<file path="src/rtl/pipe_ripple_adder_pkg.sv">
// Shared helpers for the pipelined ripple adder: slice width and a
// configuration check used at elaboration time.
package pipe_ripple_adder_pkg;

  function automatic int slice_w(input int width, input int stages);
    return width / stages;
  endfunction

  function automatic bit width_ok(input int width, input int stages);
    return (stages >= 1) && (width >= stages) && ((width % stages) == 0);
  endfunction

endpackage

</file>
<file path="src/rtl/adder_slice.sv">
// Combinational SW-bit ripple-carry adder assembled from full-adder cells.
module adder_slice #(
  parameter int SW = 4
) (
  input  logic [SW-1:0] a_i,
  input  logic [SW-1:0] b_i,
  input  logic          ci_i,
  output logic [SW-1:0] s_o,
  output logic          co_o
);

  logic [SW:0] c;

  assign c[0] = ci_i;

  for (genvar i = 0; i < SW; i++) begin : g_fa
    assign s_o[i]   = a_i[i] ^ b_i[i] ^ c[i];
    assign c[i+1]   = (a_i[i] & b_i[i]) | (c[i] & (a_i[i] ^ b_i[i]));
  end

  assign co_o = c[SW];

endmodule

</file>
<file path="src/rtl/pipe_ripple_adder.sv">
// WIDTH-bit ripple adder cut into STAGES registered slices with a global-stall
// valid/ready pipeline. Define PIPE_RIPPLE_ADDER_SUB_EN to add the sub_i port.
module pipe_ripple_adder
  import pipe_ripple_adder_pkg::*;
#(
  parameter int WIDTH  = 16,
  parameter int STAGES = 4
) (
  input  logic             clk_i,
  input  logic             rst_i,
  input  logic             in_valid_i,
  output logic             in_ready_o,
  input  logic [WIDTH-1:0] a_i,
  input  logic [WIDTH-1:0] b_i,
`ifdef PIPE_RIPPLE_ADDER_SUB_EN
  input  logic             sub_i,
`endif
  input  logic             cin_i,
  output logic             out_valid_o,
  input  logic             out_ready_i,
  output logic [WIDTH-1:0] sum_o,
  output logic             cout_o
);

  localparam int SW     = slice_w(WIDTH, STAGES);
  localparam bit CFG_OK = width_ok(WIDTH, STAGES);

  if (!CFG_OK) begin : g_cfg_err
    $error("pipe_ripple_adder: WIDTH must be a non-zero multiple of STAGES");
  end

  logic             adv;
  logic [WIDTH-1:0] b_eff;
  logic             cin_eff;

  assign adv        = ~out_valid_o | out_ready_i;
  assign in_ready_o = adv;

`ifdef PIPE_RIPPLE_ADDER_SUB_EN
  // Subtract as A + ~B + 1; folding it in at entry keeps it aligned with its operands.
  assign b_eff   = sub_i ? ~b_i : b_i;
  assign cin_eff = sub_i | cin_i;
`else
  assign b_eff   = b_i;
  assign cin_eff = cin_i;
`endif

  for (genvar k = 0; k < STAGES; k++) begin : g_stg
    logic                  vld_q, vld_d;
    logic                  cy_q;
    logic [(k+1)*SW-1:0]   sum_q, sum_d;
    logic [SW-1:0]         sa, sb, ss;
    logic                  sci, sco;

    if (k == 0) begin : g_head
      assign sa    = a_i[SW-1:0];
      assign sb    = b_eff[SW-1:0];
      assign sci   = cin_eff;
      assign vld_d = in_valid_i;
      assign sum_d = ss;
    end else begin : g_body
      assign sa    = g_stg[k-1].g_skw.a_q[SW-1:0];
      assign sb    = g_stg[k-1].g_skw.b_q[SW-1:0];
      assign sci   = g_stg[k-1].cy_q;
      assign vld_d = g_stg[k-1].vld_q;
      assign sum_d = {ss, g_stg[k-1].sum_q};
    end

    adder_slice #(.SW(SW)) u_slice (
      .a_i  (sa),
      .b_i  (sb),
      .ci_i (sci),
      .s_o  (ss),
      .co_o (sco)
    );

    always_ff @(posedge clk_i or posedge rst_i) begin
      if (rst_i) begin
        vld_q <= 1'b0;
        cy_q  <= 1'b0;
        sum_q <= '0;
      end else if (adv) begin
        vld_q <= vld_d;
        cy_q  <= sco;
        sum_q <= sum_d;
      end
    end

    // Skew registers carry the not-yet-added upper slices; the last stage has none.
    if (k < STAGES-1) begin : g_skw
      logic [(STAGES-1-k)*SW-1:0] a_q, b_q, a_d, b_d;

      if (k == 0) begin : g_src_in
        assign a_d = a_i[WIDTH-1:SW];
        assign b_d = b_eff[WIDTH-1:SW];
      end else begin : g_src_prev
        assign a_d = g_stg[k-1].g_skw.a_q[(STAGES-k)*SW-1:SW];
        assign b_d = g_stg[k-1].g_skw.b_q[(STAGES-k)*SW-1:SW];
      end

      always_ff @(posedge clk_i or posedge rst_i) begin
        if (rst_i) begin
          a_q <= '0;
          b_q <= '0;
        end else if (adv) begin
          a_q <= a_d;
          b_q <= b_d;
        end
      end
    end
  end

  assign out_valid_o = g_stg[STAGES-1].vld_q;
  assign sum_o       = g_stg[STAGES-1].sum_q;
  assign cout_o      = g_stg[STAGES-1].cy_q;

endmodule

</file>
<file path="config.mk">
export PLATFORM = sky130hd
export DESIGN_NAME = pipe_ripple_adder
export DESIGN_NICKNAME = d
export VERILOG_FILES = /design/src/rtl/pipe_ripple_adder_pkg.sv /design/src/rtl/adder_slice.sv /design/src/rtl/pipe_ripple_adder.sv
export SDC_FILE = /design/constraint.sdc
export NUM_CORES = 1
export LEC_CHECK = 0
export ABC_CLOCK_PERIOD_IN_PS = 4200
export CAP_MARGIN = 20
export CORE_MARGIN = 3
export CORE_UTILIZATION = 54
export CTS_CLUSTER_DIAMETER = 150
export DETAILED_ROUTE_END_ITERATION = 10
export PLACE_DENSITY = 0.83
export SYNTH_ARGS = -nofsm -noshare
export SYNTH_HDL_FRONTEND = slang
export SYNTH_SLANG_ARGS = --single-unit
</file>
<file path="constraint.sdc">
create_clock -name clk_i -period 4.2 [get_ports clk_i]
set_input_delay 0.84 -clock clk_i [delete_from_list [all_inputs] [get_ports clk_i]]
set_output_delay 0.84 -clock clk_i [all_outputs]
set_load 0.02 [all_outputs]
</file>
After elaboration in Yosys (flattened, before gate mapping)
Cells that the tools add are included.
- bits in registers: 96
- output and inout port bits: 19
- input bits: 37
- word-level logic and storage cells: 100
- bitwise logic cells: 82
- operator list (cell ; count):
    $and A1 B1 Y1 ; 32
    $xor A1 B1 Y1 ; 32
    $or A1 B1 Y1 ; 17
    $not A1 Y1 ; 1

Longest topological paths before layout
- depth after elaboration: 9
- mapped depth: 8
- gate-level depth less buffers: 8

By module
A second synthesis with hierarchy kept.
- cell total of the unflattened synthesis: 261
- area total of the unflattened synthesis: 4157.7 um^2
- by module, submodules not included (module ; instances ; cells each ; area each (um^2)):
    pipe_ripple_adder ; 1 ; 205 ; 3687.3
    adder_slice ; 4 ; 14 ; 117.6

Least setup slack after synthesis
Ideal clock, no wire load.
- kind: input-to-reg
- start point: input port a_i[0]
- end point: register g_stg[0].sum_q[3]
- buffers on the path: 0
- slack: 1704 ps
- arrival time: 2423 ps
- stages on the path: 8
- cell sequence: fa_1 inv_1 fa_1 inv_1 fa_1 inv_1 fa_1 a21oi_2
- word-level cells in the longest chain between the ends: 8
- elaborated cells on any way between the ends: 9
- RTL lines (element ; line ; source):
    start: declaration ; pipe_ripple_adder.sv:13 ; input logic [WIDTH-1:0] a_i,
    $xor A1 B1 Y1 ; adder_slice.sv:18 ; assign c[i+1] = (a_i[i] & b_i[i]) | (c[i] & (a_i[i] ^ b_i[i]));
    $and A1 B1 Y1 ; adder_slice.sv:18 ;
    $or A1 B1 Y1 (*) ; adder_slice.sv:18 ;
    $and A1 B1 Y1 (*) ; adder_slice.sv:18 ;
    $or A1 B1 Y1 (*) ; adder_slice.sv:18 ;
    $and A1 B1 Y1 (*) ; adder_slice.sv:18 ;
    $or A1 B1 Y1 (*) ; adder_slice.sv:18 ;
    $xor A1 B1 Y1 (*) ; adder_slice.sv:17 ; assign s_o[i] = a_i[i] ^ b_i[i] ^ c[i];
    end signal: assignment ; pipe_ripple_adder.sv:85 ; sum_q <= sum_d;
    end: declaration ; pipe_ripple_adder.sv:51 ; logic [(k+1)*SW-1:0] sum_q, sum_d;
Mark *: on every way between the ends. The rest lies on a longest branch, timed or not.
A chain may end at the register's enable or synchronous reset.

Worst setup path in the final report
- start point: input port out_ready_i
- end point: output port in_ready_o
- word-level cells in the longest chain between the ends: 1
- RTL lines (element ; line ; source):
    start: declaration ; pipe_ripple_adder.sv:20 ; input logic out_ready_i,
    $or A1 B1 Y1 ; pipe_ripple_adder.sv:36 ; assign adv = ~out_valid_o | out_ready_i;
    end: declaration ; pipe_ripple_adder.sv:12 ; output logic in_ready_o,
Every way passes these cells.

==> metrics <==
most used cells in the layout excluding fill and tap cells 96 x sky130_fd_sc_hd__dfrtp_1, 68 x sky130_fd_sc_hd__mux2_2, 55 x sky130_fd_sc_hd__clkdlybuf4s50_1; result of the run finished clean; number of buffers added to fix hold violations after cts 0; number of nets in the layout 373; Yosys reg bits 96; Detailed Routing Iterations Pass 1 3; fraction of post-synthesis cell area in the top cell type by area 58.3%; total number of placement rows 31; Final setup viols 0; total number of yosys warnings 0; H-tree level count 3; library cell occupying the most area in the post-synthesis netlist sky130_fd_sc_hd__dfrtp_1; capturing element type of the critical path output port; number of input and output port buffers inserted 55; Max clock buf depth 2; data arrival at the endpoint of the critical path 2.30 ns; setup slack, reg-to-reg 1.80 ns; area of the die 0.00871 sq mm; number of pins exceeding their max-slew limit in the final report 0; crit path launch type input pin; average instance area after synthesis 15.7 sq um; GR Util All Layers 16.2%; Area contributors post-synth sky130_fd_sc_hd__dfrtp_1 58%, sky130_fd_sc_hd__mux2_2 19%, sky130_fd_sc_hd__fa_1 7.8%, sky130_fd_sc_hd__mux2_4 5.5%, sky130_fd_sc_hd__inv_1 2.6%; setup repair after global routing missed its margin false; Distinct cells, synth 13; signed area change from the synthesized netlist to the final layout 20.4%; Crit path required time 3.36 ns; total I/O pin count 56; worst-margin pin slew 0.874 ns; Tightest Hold Check Type flop to flop; final weighted congestion in routability-driven placement 0.735; Static Leakage 2.18 nW; pwr/cell area 719 mW/mm^2; Die Y-Extent 93.4 microns; Setup crit start out_ready_i; TritonCTS clock tree done; Root Driver sky130_fd_sc_hd__clkbuf_8; number of nets with antenna violations after routing 0; sequential element share of the synthesized area 58.3%; start-to-end type of the worst setup path input pin to output port; switching part of the total 31.2%; via/cell ratio 5.07; most common library cell in the layout ignoring fill and taps sky130_fd_sc_hd__dfrtp_1; Clk pwr share 18.9%; largest net degree at the start of global routing 75; cell internal power dissipation 2.45 mW; post-route standard cell area excluding fillers 0.00496 sq mm; number of inserted diodes 0; DPL Wire Length 4490 microns; final hold violation count 0; routed length per instance 15.1 microns; Comb power frac 37.1%; Detailed Route Iter0 Violations 104; Achievable Freq 319 MHz; Critical path destination in_ready_o; Post-Synthesis Cells 263; startpoint of the lowest-slack register-to-register path out_valid_o; initial antenna violation count 0; synthesized cell area 0.00412 sq mm; DRC 0; effective utilization at floorplan 56.2%; post-layout minimum cycle time 3.14 ns; total global routing overflow 0; sum of negative setup slack 0 ns; total number of vias 2149; clock net sink count 96; standard cell core area 0.00733 sq mm; first-pass GRT wire length 10700 microns; clock network latency to the later pin of the worst-skew pair 0.36 ns; Resized cells post-CTS 0; wire length after detailed routing 6420 microns; number of global-route vias before repair 2251; largest fanout on the critical path 13; Die Span X 93.4 microns; clock buffer count from CTS 9; sw power 1.11 mW; Final period util 74.7%; total power 3.57 mW; register share of total power 44.0%; worst setup skew after layout 0.0102 ns; clock transition time at the flip-flop clock pins of the worst setup and hold paths 0.09 ns; setup fix buffers added after clock tree synthesis 0; worst r2r dst g_stg[0].g_skw.a_q[0]; Register-to-Register Path Depth 4; maximum VDD drop 0.298 mV; Synthesized Nets 316; fraction of final layout cells sized beyond drive strength 1 35.1%; Max-Slew Margin vs Limit 41.7%; instance area after placement 0.00473 sq mm; maxcap violations 0
layout make-up:
type	count	area (sq um)
Clock buffer	10	138
Clock inverter	6	90.1
Fill cell	522	2370
Inverter	29	111
Multi-Input combinational cell	125	1520
Sequential cell	96	2400
Tap cell	99	124
Timing Repair Buffer	59	581
routing by layer:
layer | vias to the layer above | part of all wire (%) | GRT usage (%)
met5 | - | 0 | 0
met4 | 0 | 2.6 | 8.91
met3 | 12 | 3.1 | 2.90
met2 | 39 | 50 | 25.7
met1 | 1111 | 44 | 21.3
li1 | 987 | - | -
logic make-up (layout without fill, tap and decap cells):
| group | after synthesis | in the layout | share of synthesized area (%) |
|---|---|---|---|
| AO/OA/AOI/OAI | 12 | 12 | 2.28 |
| adder cells (fa/ha/maj) | 16 | 16 | 7.77 |
| buffers and inverters | 42 | 104 | 4.92 |
| flip-flops | 96 | 96 | 58.3 |
| multiplexers | 83 | 83 | 24.1 |
| AND/OR/NAND/NOR | 14 | 14 | 2.67 |
how the worst min path moves through the flow:
| stage | slack, ns | endpoint | cells past startpoint | from |
|---|---|---|---|---|
| finish | 0.48 | out_valid_o | 1 | g_stg[2].vld_q |
| global route | 0.51 | sum_o[8] | 1 | g_stg[2].sum_q[8] |
| CTS | 0.48 | out_valid_o | 1 | g_stg[2].vld_q |
| detailed placement | 0.45 | out_valid_o | 1 | g_stg[2].vld_q |
| global placement | 0.44 | out_valid_o | 1 | g_stg[2].vld_q |
| floorplan | 0.43 | out_valid_o | 1 | g_stg[2].vld_q |
worst max-delay path, stage by stage:
cell	delay, ns
sky130_fd_sc_hd__clkdlybuf4s50_1	0.46
sky130_fd_sc_hd__buf_4	0.21
sky130_fd_sc_hd__nand2b_4	0.16
sky130_fd_sc_hd__clkdlybuf4s50_1	0.63
metrics by stage:
step | util [%] | hold WS [ns] | worst slack [ns] | instances
6_report | 67.7 | 0.481 | 1.06 | 424
2_1_floorplan | - | 0.430 | 0.855 | 263
4_1_cts | 67.7 | 0.479 | 1.05 | 424
3_5_place_dp | 64.6 | 0.451 | 0.761 | 408
5_1_grt | 67.7 | 0.512 | 1.03 | 424
3_3_place_gp | 64.6 | 0.441 | 0.815 | 408
Yosys cell counts:
master and n:
sky130_fd_sc_hd__buf_2 6, sky130_fd_sc_hd__mux2_4 15, sky130_fd_sc_hd__mux2_2 68, sky130_fd_sc_hd__inv_1 29, sky130_fd_sc_hd__a21oi_1 3, sky130_fd_sc_hd__a21oi_2 9
sky130_fd_sc_hd__clkbuf_1 2, sky130_fd_sc_hd__nand2b_4 1, sky130_fd_sc_hd__fa_1 16, sky130_fd_sc_hd__dfrtp_1 96, sky130_fd_sc_hd__nand2b_1 1, sky130_fd_sc_hd__buf_6 5
sky130_fd_sc_hd__nor3b_1 12
sequential cells by signal, indices dropped and copies added (netlist names):
| signal | cells |
|---|---|
| out_valid_o | 1 |
| g_stg.vld_q | 3 |
| g_stg.cy_q | 3 |
| sum_o | 16 |
| g_stg.sum_q | 24 |
| g_stg.g_skw.a_q | 24 |
| g_stg.g_skw.b_q | 24 |
| cout_o | 1 |
power by group through the flow:
stage | clock network [mW] | logic (mW) | registers [mW]
3_5_place_dp | 0 | 1.35 | 1.60
4_1_cts | 0.688 | 1.35 | 1.58
6_report | 0.675 | 1.32 | 1.57
3_3_place_gp | 0 | 1.28 | 1.57
2_1_floorplan | 0 | 0.898 | 1.62
5_1_grt | 0.731 | 1.46 | 1.62
Note: power is estimated with default switching activity, not from simulation.
